$ cat config.mk
export PLATFORM = sky130hd
export DESIGN_NAME = busca_instrucao_flat
export DESIGN_NICKNAME = d
export VERILOG_FILES = /design/src/rtl/busca_instrucao_pkg.sv /design/src/rtl/busca_instrucao_if.sv /design/src/rtl/contador_programa.sv /design/src/rtl/busca_instrucao.sv /design/src/flat_wrapper.sv
export SDC_FILE = /design/constraint.sdc
export NUM_CORES = 1
export LEC_CHECK = 0
export BUFFER_PORTS_ARGS = -buffer_cell sky130_fd_sc_hd__clkbuf_2
export CAP_MARGIN = 10
export CORE_MARGIN = 4
export CORE_UTILIZATION = 46
export CTS_CLUSTER_DIAMETER = 60
export DETAILED_ROUTE_END_ITERATION = 16
export PLACE_DENSITY_LB_ADDON = 0.15
export SLEW_MARGIN = 30
export SYNTH_ARGS = -nofsm -noshare
export SYNTH_HDL_FRONTEND = slang
export SYNTH_SLANG_ARGS = --single-unit
export TNS_END_PERCENT = 100
$ cat constraint.sdc
create_clock -name clock -period 2.13 [get_ports clock]
set_input_delay 0.426 -clock clock [delete_from_list [all_inputs] [get_ports clock]]
set_output_delay 0.426 -clock clock [all_outputs]
set_load 0.1 [all_outputs]
$ cat src/rtl/busca_instrucao_pkg.sv
// Shared widths and fetch-stage state encoding for the instruction fetch unit.
package busca_instrucao_pkg;

  localparam int unsigned LARGURA_DADO     = 8;
  localparam int unsigned LARGURA_OPCODE   = 3;
  localparam int unsigned LARGURA_IMEDIATO = 5;

  typedef enum logic [1:0] {
    OCIOSO  = 2'd0,
    BUSCA   = 2'd1,
    ENTREGA = 2'd2
  } estado_t;

endpackage

$ cat src/rtl/busca_instrucao_if.sv
// Memory, control and decode-side signals of the fetch unit; master is the fetch unit itself.
interface busca_instrucao_if;

  logic [busca_instrucao_pkg::LARGURA_DADO-1:0]     memEndereco;
  logic                                             memRequisicao;
  logic                                             memPronto;
  logic [busca_instrucao_pkg::LARGURA_DADO-1:0]     memDado;
  logic                                             desvio;
  logic [busca_instrucao_pkg::LARGURA_DADO-1:0]     alvoDesvio;
  logic                                             parada;
  logic                                             instrucaoValida;
  logic [busca_instrucao_pkg::LARGURA_OPCODE-1:0]   opcode;
  logic [busca_instrucao_pkg::LARGURA_IMEDIATO-1:0] imediato5;
  logic [busca_instrucao_pkg::LARGURA_DADO-1:0]     pcInstrucao;

  modport master (
    output memEndereco, memRequisicao, instrucaoValida, opcode, imediato5, pcInstrucao,
    input  memPronto, memDado, desvio, alvoDesvio, parada
  );

  modport slave (
    input  memEndereco, memRequisicao, instrucaoValida, opcode, imediato5, pcInstrucao,
    output memPronto, memDado, desvio, alvoDesvio, parada
  );

endinterface

$ cat src/rtl/contador_programa.sv
// Program counter: branch load has priority over increment; otherwise holds.
module contador_programa
  import busca_instrucao_pkg::*;
#(
  parameter logic [LARGURA_DADO-1:0] PC_RESET = 8'h00
) (
  input  logic                    clock,
  input  logic                    resetN,
  input  logic                    carga,
  input  logic [LARGURA_DADO-1:0] alvo,
  input  logic                    incrementa,
  output logic [LARGURA_DADO-1:0] pc
);

  logic [LARGURA_DADO-1:0] pc_q;

  always_ff @(posedge clock or negedge resetN) begin
    if (!resetN) begin
      pc_q <= PC_RESET;
    end else if (carga) begin
      pc_q <= alvo;
    end else if (incrementa) begin
      pc_q <= pc_q + 8'd1;  // natural wrap 8'hFF -> 8'h00
    end
  end

  assign pc = pc_q;

endmodule

$ cat src/rtl/busca_instrucao.sv
// Instruction fetch stage: requests a byte at PC, presents its decoded fields until accepted,
// and flushes on a taken branch.
module busca_instrucao
  import busca_instrucao_pkg::*;
#(
  parameter logic [LARGURA_DADO-1:0] PC_RESET = 8'h00
) (
  input  logic                clock,
  input  logic                resetN,
  busca_instrucao_if.master   bus
);

  estado_t                 estado_q, estado_d;
  logic [LARGURA_DADO-1:0] pc;
  logic [LARGURA_DADO-1:0] instr_q;
  logic [LARGURA_DADO-1:0] pc_instr_q;
  logic                    captura;

  // A branch in the same cycle as a memory response discards the response.
  assign captura = (estado_q == BUSCA) && bus.memPronto && !bus.desvio;

  contador_programa #(
    .PC_RESET (PC_RESET)
  ) u_contador_programa (
    .clock      (clock),
    .resetN     (resetN),
    .carga      (bus.desvio),
    .alvo       (bus.alvoDesvio),
    .incrementa (captura),
    .pc         (pc)
  );

  always_ff @(posedge clock or negedge resetN) begin
    if (!resetN) begin
      estado_q <= OCIOSO;
    end else begin
      estado_q <= estado_d;
    end
  end

  always_comb begin
    estado_d = estado_q;
    if (bus.desvio) begin
      estado_d = BUSCA;
    end else begin
      unique case (estado_q)
        OCIOSO:  estado_d = BUSCA;
        BUSCA:   estado_d = bus.memPronto ? ENTREGA : BUSCA;
        ENTREGA: estado_d = bus.parada ? ENTREGA : BUSCA;
        default: estado_d = OCIOSO;
      endcase
    end
  end

  always_ff @(posedge clock or negedge resetN) begin
    if (!resetN) begin
      instr_q    <= '0;
      pc_instr_q <= '0;
    end else if (captura) begin
      instr_q    <= bus.memDado;
      pc_instr_q <= pc;
    end
  end

  always_comb begin
    bus.memEndereco     = pc;
    bus.memRequisicao   = (estado_q == BUSCA);
    bus.instrucaoValida = (estado_q == ENTREGA);
    bus.opcode          = instr_q[7:5];
    bus.imediato5       = instr_q[4:0];
    bus.pcInstrucao     = pc_instr_q;
  end

endmodule
$ cat src/flat_wrapper.sv
// flat-port wrapper written by rule: the top's interface ports become plain ports
module busca_instrucao_flat import busca_instrucao_pkg::*;
#(
  parameter logic [LARGURA_DADO-1:0] PC_RESET = 8'h00
)
  (clock, resetN, bus_memEndereco, bus_memRequisicao, bus_instrucaoValida, bus_opcode, bus_imediato5, bus_pcInstrucao, bus_memPronto, bus_memDado, bus_desvio, bus_alvoDesvio, bus_parada);
  busca_instrucao_if bus_i ();
  input  logic clock;
  input  logic resetN;
  output wire logic [$bits(bus_i.memEndereco)-1:0] bus_memEndereco;
  output wire logic [$bits(bus_i.memRequisicao)-1:0] bus_memRequisicao;
  output wire logic [$bits(bus_i.instrucaoValida)-1:0] bus_instrucaoValida;
  output wire logic [$bits(bus_i.opcode)-1:0] bus_opcode;
  output wire logic [$bits(bus_i.imediato5)-1:0] bus_imediato5;
  output wire logic [$bits(bus_i.pcInstrucao)-1:0] bus_pcInstrucao;
  input wire logic [$bits(bus_i.memPronto)-1:0] bus_memPronto;
  input wire logic [$bits(bus_i.memDado)-1:0] bus_memDado;
  input wire logic [$bits(bus_i.desvio)-1:0] bus_desvio;
  input wire logic [$bits(bus_i.alvoDesvio)-1:0] bus_alvoDesvio;
  input wire logic [$bits(bus_i.parada)-1:0] bus_parada;
  assign bus_memEndereco = bus_i.memEndereco;
  assign bus_memRequisicao = bus_i.memRequisicao;
  assign bus_instrucaoValida = bus_i.instrucaoValida;
  assign bus_opcode = bus_i.opcode;
  assign bus_imediato5 = bus_i.imediato5;
  assign bus_pcInstrucao = bus_i.pcInstrucao;
  assign bus_i.memPronto = bus_memPronto;
  assign bus_i.memDado = bus_memDado;
  assign bus_i.desvio = bus_desvio;
  assign bus_i.alvoDesvio = bus_alvoDesvio;
  assign bus_i.parada = bus_parada;
  busca_instrucao #(.PC_RESET(PC_RESET)) u_core (.clock(clock), .resetN(resetN), .bus(bus_i));
endmodule
==> impl_metrics.ini, run 1 <==
[synth]
ys_seq_area_share_pct = 57.1
async_flop_share_pct = 100
synth_top_cell_area_share_pct = 57.1
ys_top_cells_by_area = dfrtp_1, mux2_2, nand2_1
synth_compound_area_share_pct = 6.81
synth-seq-cells = 26
synth_top_family_by_area = multiplexers
yosys.area_share.xor_xnor_pct = 1.54
synthCells = 92
netlist_top_cells_count = dfrtp_1, mux2_2, nand2_1
yosys_warnings = 0
muxShareOfSynthArea_pct = 16.7
synth.most_common_cell = dfrtp_1
synth_nets = 114
synth_top_flop_cell = dfrtp_1
synth_cell_types = 23
syn_avg_cell_area_sq_um = 12.4
yosysTopAreaCell = dfrtp_1
syn-cell-area_sq_um = 1140
yosys.area_share.simple_pct = 15.4
synth-edff-count = 0
synth_fa_ha_area_share_pct = 1.10

[route]
drtPass1Iterations = 4
drtAntennaViolNets = 0
vias_per_cell = 5.31
drtIter0Drc = 14
route.detailed.drc = 0
wl_per_cell_um = 13.4
vias = 903
routed_wl_mm = 2.29

[sta]
fmax_mhz = 530
setup_viol = 0
rsz0062_at_grt = no
min_period_over_period_pct = 88.6
finalCriticalPeriod_ns = 1.89
skew_ns = 0.00993
report.final.slew_viol_count = 0
setup_tns_ns = 0
final-hold-violation-count = 0
worst_pin_slew_ns = 0.612
slew_headroom_pct = 59.2

[global_routing]
grt_max_degree = 27
grt_overflow = 0
grt_pass1_wl_mm = 3.82
first_global_vias = 898
antenna_found_initial = 0
grtUsageTotal_pct = 14.4

[die]
core_region_area_sq_um = 2280
io_pins = 47
fp.dieH_um = 57.8
die_x_um = 57.8
dieArea_sq_um = 3340
rows = 17
start_util_pct = 50.0

[clock_tree]
cts_made_buffers = 3
post-cts-setup-buffer-count = 0
clock_path_buffers = 2
cts.clk_slew.worst_paths_ns = 0.14
cts-resized-gates = 0
cts_tree = done
cts_root_buf = clkbuf_4
clock_latency_ns = 0.32
cts-htree-levels = 1
cts.sinks = 26
cts_hold_buf = 0

[critical_path]
endpoint_kind = primary output
critPathKind = flip-flop to primary output
start_kind = flip-flop
crit_arrival_ns = 1.46
critPathMaxFanout = 6
crit_required_ns = 1.70

[layout]
finish.utilization_pct = 64.3
synthToLayoutAreaGrowth_pct = 28.5
fin_nets = 165
fin_area_sq_um = 1460
drive_gt1_share_pct = 50.0
antenna_cells = 0

[run]
drv_cap = 0

[power]
power_density_nw_per_um2 = 1380
p_leak_nw = 0.714
ir_drop_uv = 1060

[min_path]
min_path_type = input port to asynchronous set/reset pin

[placed_design]
place.gp.congestion = 0.737
post_dp_cell_area_sq_um = 1410
portBuffers = 46
dp_hpwl_mm = 1.80

[run_status]
outcome = finished clean
-- layout by cell type (no fill, tap or decap) --
master	synthesis	final
bufinv_16	0	1
o21a_1	1	1
mux2_2	16	16
nand3_1	6	6
nand2_1	11	11
nand3b_4	1	1
buf_4	1	2
clkbuf_2	0	46
nand4b_1	1	1
xor2_1	2	2
o211ai_1	3	3
and2b_1	1	1
inv_1	1	1
or4_1	5	5
a31oi_1	2	2
nor2_2	1	1
nor2_1	3	3
mux2i_1	1	1
clkbuf_4	0	3
dfrtp_1	26	26
nand4_1	1	1
o31ai_1	2	2
nor2b_2	0	1
ha_1	1	1
o21ai_0	4	4
-- kinds of logic (layout without fill, tap and decap cells) --
| family | after synthesis | count (layout) |
|---|---|---|
| and+or+nand+nor | 31 | 31 |
| DFF | 26 | 26 |
| muxes | 17 | 17 |
| AOI/OAI and AO/OA | 12 | 12 |
| buffers and inverters | 3 | 53 |
| xor gates and xnor gates | 2 | 2 |
| adders and majority gates | 1 | 1 |
-- final cells by class --
cell class	instances	area [sq um]
Clock buffer	3	22.5
Clock inverter	1	30.0
Fill cell	192	813
Inverter	1	3.75
Multi-Input combinational cell	63	475
Sequential cell	26	651
Tap cell	28	35.0
Timing Repair Buffer	48	245
-- layer usage --
metal	share of wire (%)	wire length (um)	vias to the layer above	track usage [%]
li1	-	-	440	-
met1	45	1030	430	18.3
met4	0.61	14	0	6.95
met3	6.4	147	2	2.45
met2	48	1090	31	23.9
met5	0	0	-	0
-- where the power goes --
group | total (mW) | internal [mW] | switching (mW)
clock network | 0.334 | 0.190 | 0.143
logic | 1.02 | 0.166 | 0.855
registers | 0.661 | 0.591 | 0.0698
total | 2.02 | 0.947 | 1.07
-- critical path, cell delays in order (launching register included) --
cell	delay (ns)
dfrtp_1	0.47
and2b_1	0.23
clkbuf_2	0.45
-- stage by stage --
stage / hold WS [ns] / power, mW / cells / setup WS (ns)
2_1_floorplan: 0.130 / 1.53 / 92 / 0.139
3_3_place_gp: 0.468 / 1.69 / 166 / 0.482
3_5_place_dp: 0.476 / 1.70 / 166 / 0.430
4_1_cts: 0.102 / 2.04 / 170 / 0.222
5_1_grt: 0.114 / 2.10 / 170 / 0.176
6_report: 0.0890 / 2.02 / 170 / 0.242
-- flip-flops by register name (all words and copies together) (netlist names) --
register,flops
u_core.bus.pcInstrucao,8
u_core.instr_q,8
u_core.u_contador_programa.pc,8
u_core.estado_q,2
-- path summary, 6_finish.rpt --
path                                      startpoint  slack [ns]  cells after the start                               end
setup / recovery                  u_core.estado_q[0]        0.24                      2               bus_instrucaoValida
hold / removal                                resetN        0.09                      1         u_core.bus.pcInstrucao[4]
setup reg to reg                  u_core.estado_q[1]        0.50                      4         u_core.bus.pcInstrucao[5]
hold reg to reg            u_core.bus.pcInstrucao[5]        0.52                      1         u_core.bus.pcInstrucao[5]
max in group asynchronous                     resetN        1.64                      1                u_core.estado_q[0]
min in group clock                 bus_alvoDesvio[2]        0.31                      3  u_core.u_contador_programa.pc[2]
Power figures use the tool's default switching activity.
==> inputs of run 2 (changes only) <==
- ABC_AREA: not set -> 1
- CORE_MARGIN: 4 -> 2
- CORE_UTILIZATION: 46 -> 35
==> run 2 against run 1 <==
Net effect:
- via count increased by 24%
- die area increased by 21%
- synthesized cell count increased by 64%
- critical endpoint unchanged
- non-clock buffer count decreased by 2
- highest routed layer unchanged
- cell area increased by 3.6%
- sequential power decreased by 0.9%
- power decreased by 7.5%
- first-iteration DRC count increased to 4.7 times the previous value
- sequential share of layout area decreased by 1.5 points
- combinational power about the same
- critical path type unchanged
==> impl_metrics.ini, run 2 <==
[run_status]
outcome = finished clean

[placed_design]
post_dp_cell_area_sq_um = 1490
dp_hpwl_mm = 2.05
dp_cells = 239
place.gp.congestion = 0.863
dpl_worst_slack_ns = 0.478
portBuffers = 46

[die]
start_util_pct = 36.8
die_x_um = 63.5
fp.dieH_um = 63.5
core_region_area_sq_um = 3360
dieArea_sq_um = 4030
io_pins = 47
rows = 21

[layout]
mostFrequentLayoutCells = nand2_1, clkbuf_2, dfrtp_1, inv_1, nor2_1
synthToLayoutAreaGrowth_pct = 22.4
antenna_cells = 0
finish.utilization_pct = 45.1
fin_area_sq_um = 1520
final_cells = 242
fin_nets = 220
drive_gt1_share_pct = 30.1
final_common_cell = nand2_1

[synth]
synth-seq-cells = 26
yosys.area_share.simple_pct = 30.2
synth_compound_area_share_pct = 7.38
synth_fa_ha_area_share_pct = 1.01
ys_top_cells_by_area = dfrtp_1, nand2_1, inv_1
synth_top_family_by_area = simple AND/OR/NAND/NOR gates
syn-cell-area_sq_um = 1240
muxShareOfSynthArea_pct = 0
ys_seq_area_share_pct = 52.6
async_flop_share_pct = 100
yosysTopAreaCell = dfrtp_1
yosys.area_share.xor_xnor_pct = 1.42
synth.most_common_cell = nand2_1
synth_top_flop_cell = dfrtp_1
netlist_top_cells_count = nand2_1, dfrtp_1, inv_1
synth_cell_types = 22
synth_top_cell_area_share_pct = 52.6
synth_nets = 173
syn_avg_cell_area_sq_um = 8.19
synth-edff-count = 0
synthCells = 151
yosys_warnings = 0

[clock_tree]
cts-htree-levels = 1
clock_path_buffers = 2
post-cts-setup-buffer-count = 0
cts_made_buffers = 3
cts_tree = done
cts_hold_buf = 0
cts-resized-gates = 0
cts.clk_slew.worst_paths_ns = 0.14
clock_latency_ns = 0.32
cts_root_buf = clkbuf_4
cts.sinks = 26

[global_routing]
grt_overflow = 0
grt_pass1_wl_mm = 4.92
first_global_vias = 1075
grt_max_degree = 27
antenna_found_initial = 0
grtUsageTotal_pct = 15.3

[critical_path]
critPathKind = flip-flop to primary output
crit_required_ns = 1.70
rr_worst_depth = 6
endpoint_kind = primary output
start_kind = flip-flop
crit_arrival_ns = 1.40
reg2reg_to = u_core.u_contador_programa.pc[7]
critPathMaxFanout = 3
r2r_slack_ns = 0.73
r2r_start = u_core.estado_q[0]

[route]
route.detailed.drc = 0
vias_per_cell = 4.63
vias = 1120
drtPass1Iterations = 4
drtAntennaViolNets = 0
drtIter0Drc = 66
wl_per_cell_um = 11.5
routed_wl_mm = 2.79

[sta]
min_period_over_period_pct = 85.9
report.final.slew_viol_count = 0
worst_pin_slew_ns = 0.660
slew_headroom_pct = 56.0
rsz0062_at_grt = no
final-hold-violation-count = 0
setup_ws_ns = 0.301
fmax_mhz = 547
setup_viol = 0
setup_tns_ns = 0
hold_ws_ns = 0.105
skew_ns = 0.00283
finalCriticalPeriod_ns = 1.83

[power]
power_mw = 1.86
clockPowerShare_pct = 11.3
p_leak_nw = 0.859
power_density_nw_per_um2 = 1230
combPwrFrac_pct = 53.6
p_int_mw = 0.792
netSwitchingPower_mw = 1.07
ir_drop_uv = 404
seqPwrFrac_pct = 35.1
swShare_pct = 57.5

[min_path]
min_path_type = input port to asynchronous set/reset pin

[run]
drv_cap = 0
[run 2: changes by cell type in the layout (fill, tap and decap cells not counted), moves of 4 or more]
cell / change
mux2_2: -16
nand3_1: +4
nand2_1: +50
or4_1: -5
o21ai_2: +4
nor2_1: +9
inv_1: +14
[run 2: metal layers]
metal  part of all wire (%)  track usage (%)  up-vias
met2                     42             23.0       39
met1                     51             22.4      514
met5                      0                0        -
met4                   0.97             4.89        0
met3                    5.5             2.50        4
li1                       -                -      563
[run 2: cell type report]
cell class	instances	area [sq um]
clock buffer	3	22.5
multi-input combinational	106	498
sequential	26	651
fill	367	1850
timing repair buffer	46	230
tap	46	57.6
inverter	15	56.3
[run 2: cells by family after synthesis]
logic type                 Yosys count
adders and majority gates            1
xor gates and xnor gates             2
AOI/OAI and AO/OA                   13
buffers and inverters               19
and+or+nand+nor                     90
DFF                                 26
[run 2: critical path: stages, from the launching register on]
cell and delay [ns]:
dfrtp_1 0.41, inv_1 0.10, nor2_2 0.11, clkbuf_2 0.46
[run 2: power groups by stage]
stage	clock network (mW)	logic [mW]	registers [mW]
finish	0.211	0.999	0.655
CTS	0.223	1.01	0.656
global placement	0	0.999	0.664
detailed placement	0	1.00	0.666
floorplan	0	0.185	1.32
global route	0.237	1.05	0.671
[run 2: how the worst max path moves through the flow]
stage | from | to
2_1_floorplan | u_core.estado_q[0] | bus_memRequisicao
3_3_place_gp | bus_desvio | u_core.u_contador_programa.pc[0]
3_5_place_dp | bus_desvio | u_core.u_contador_programa.pc[0]
4_1_cts | u_core.estado_q[1] | bus_instrucaoValida
5_1_grt | u_core.estado_q[0] | bus_memRequisicao
6_report | u_core.estado_q[1] | bus_instrucaoValida
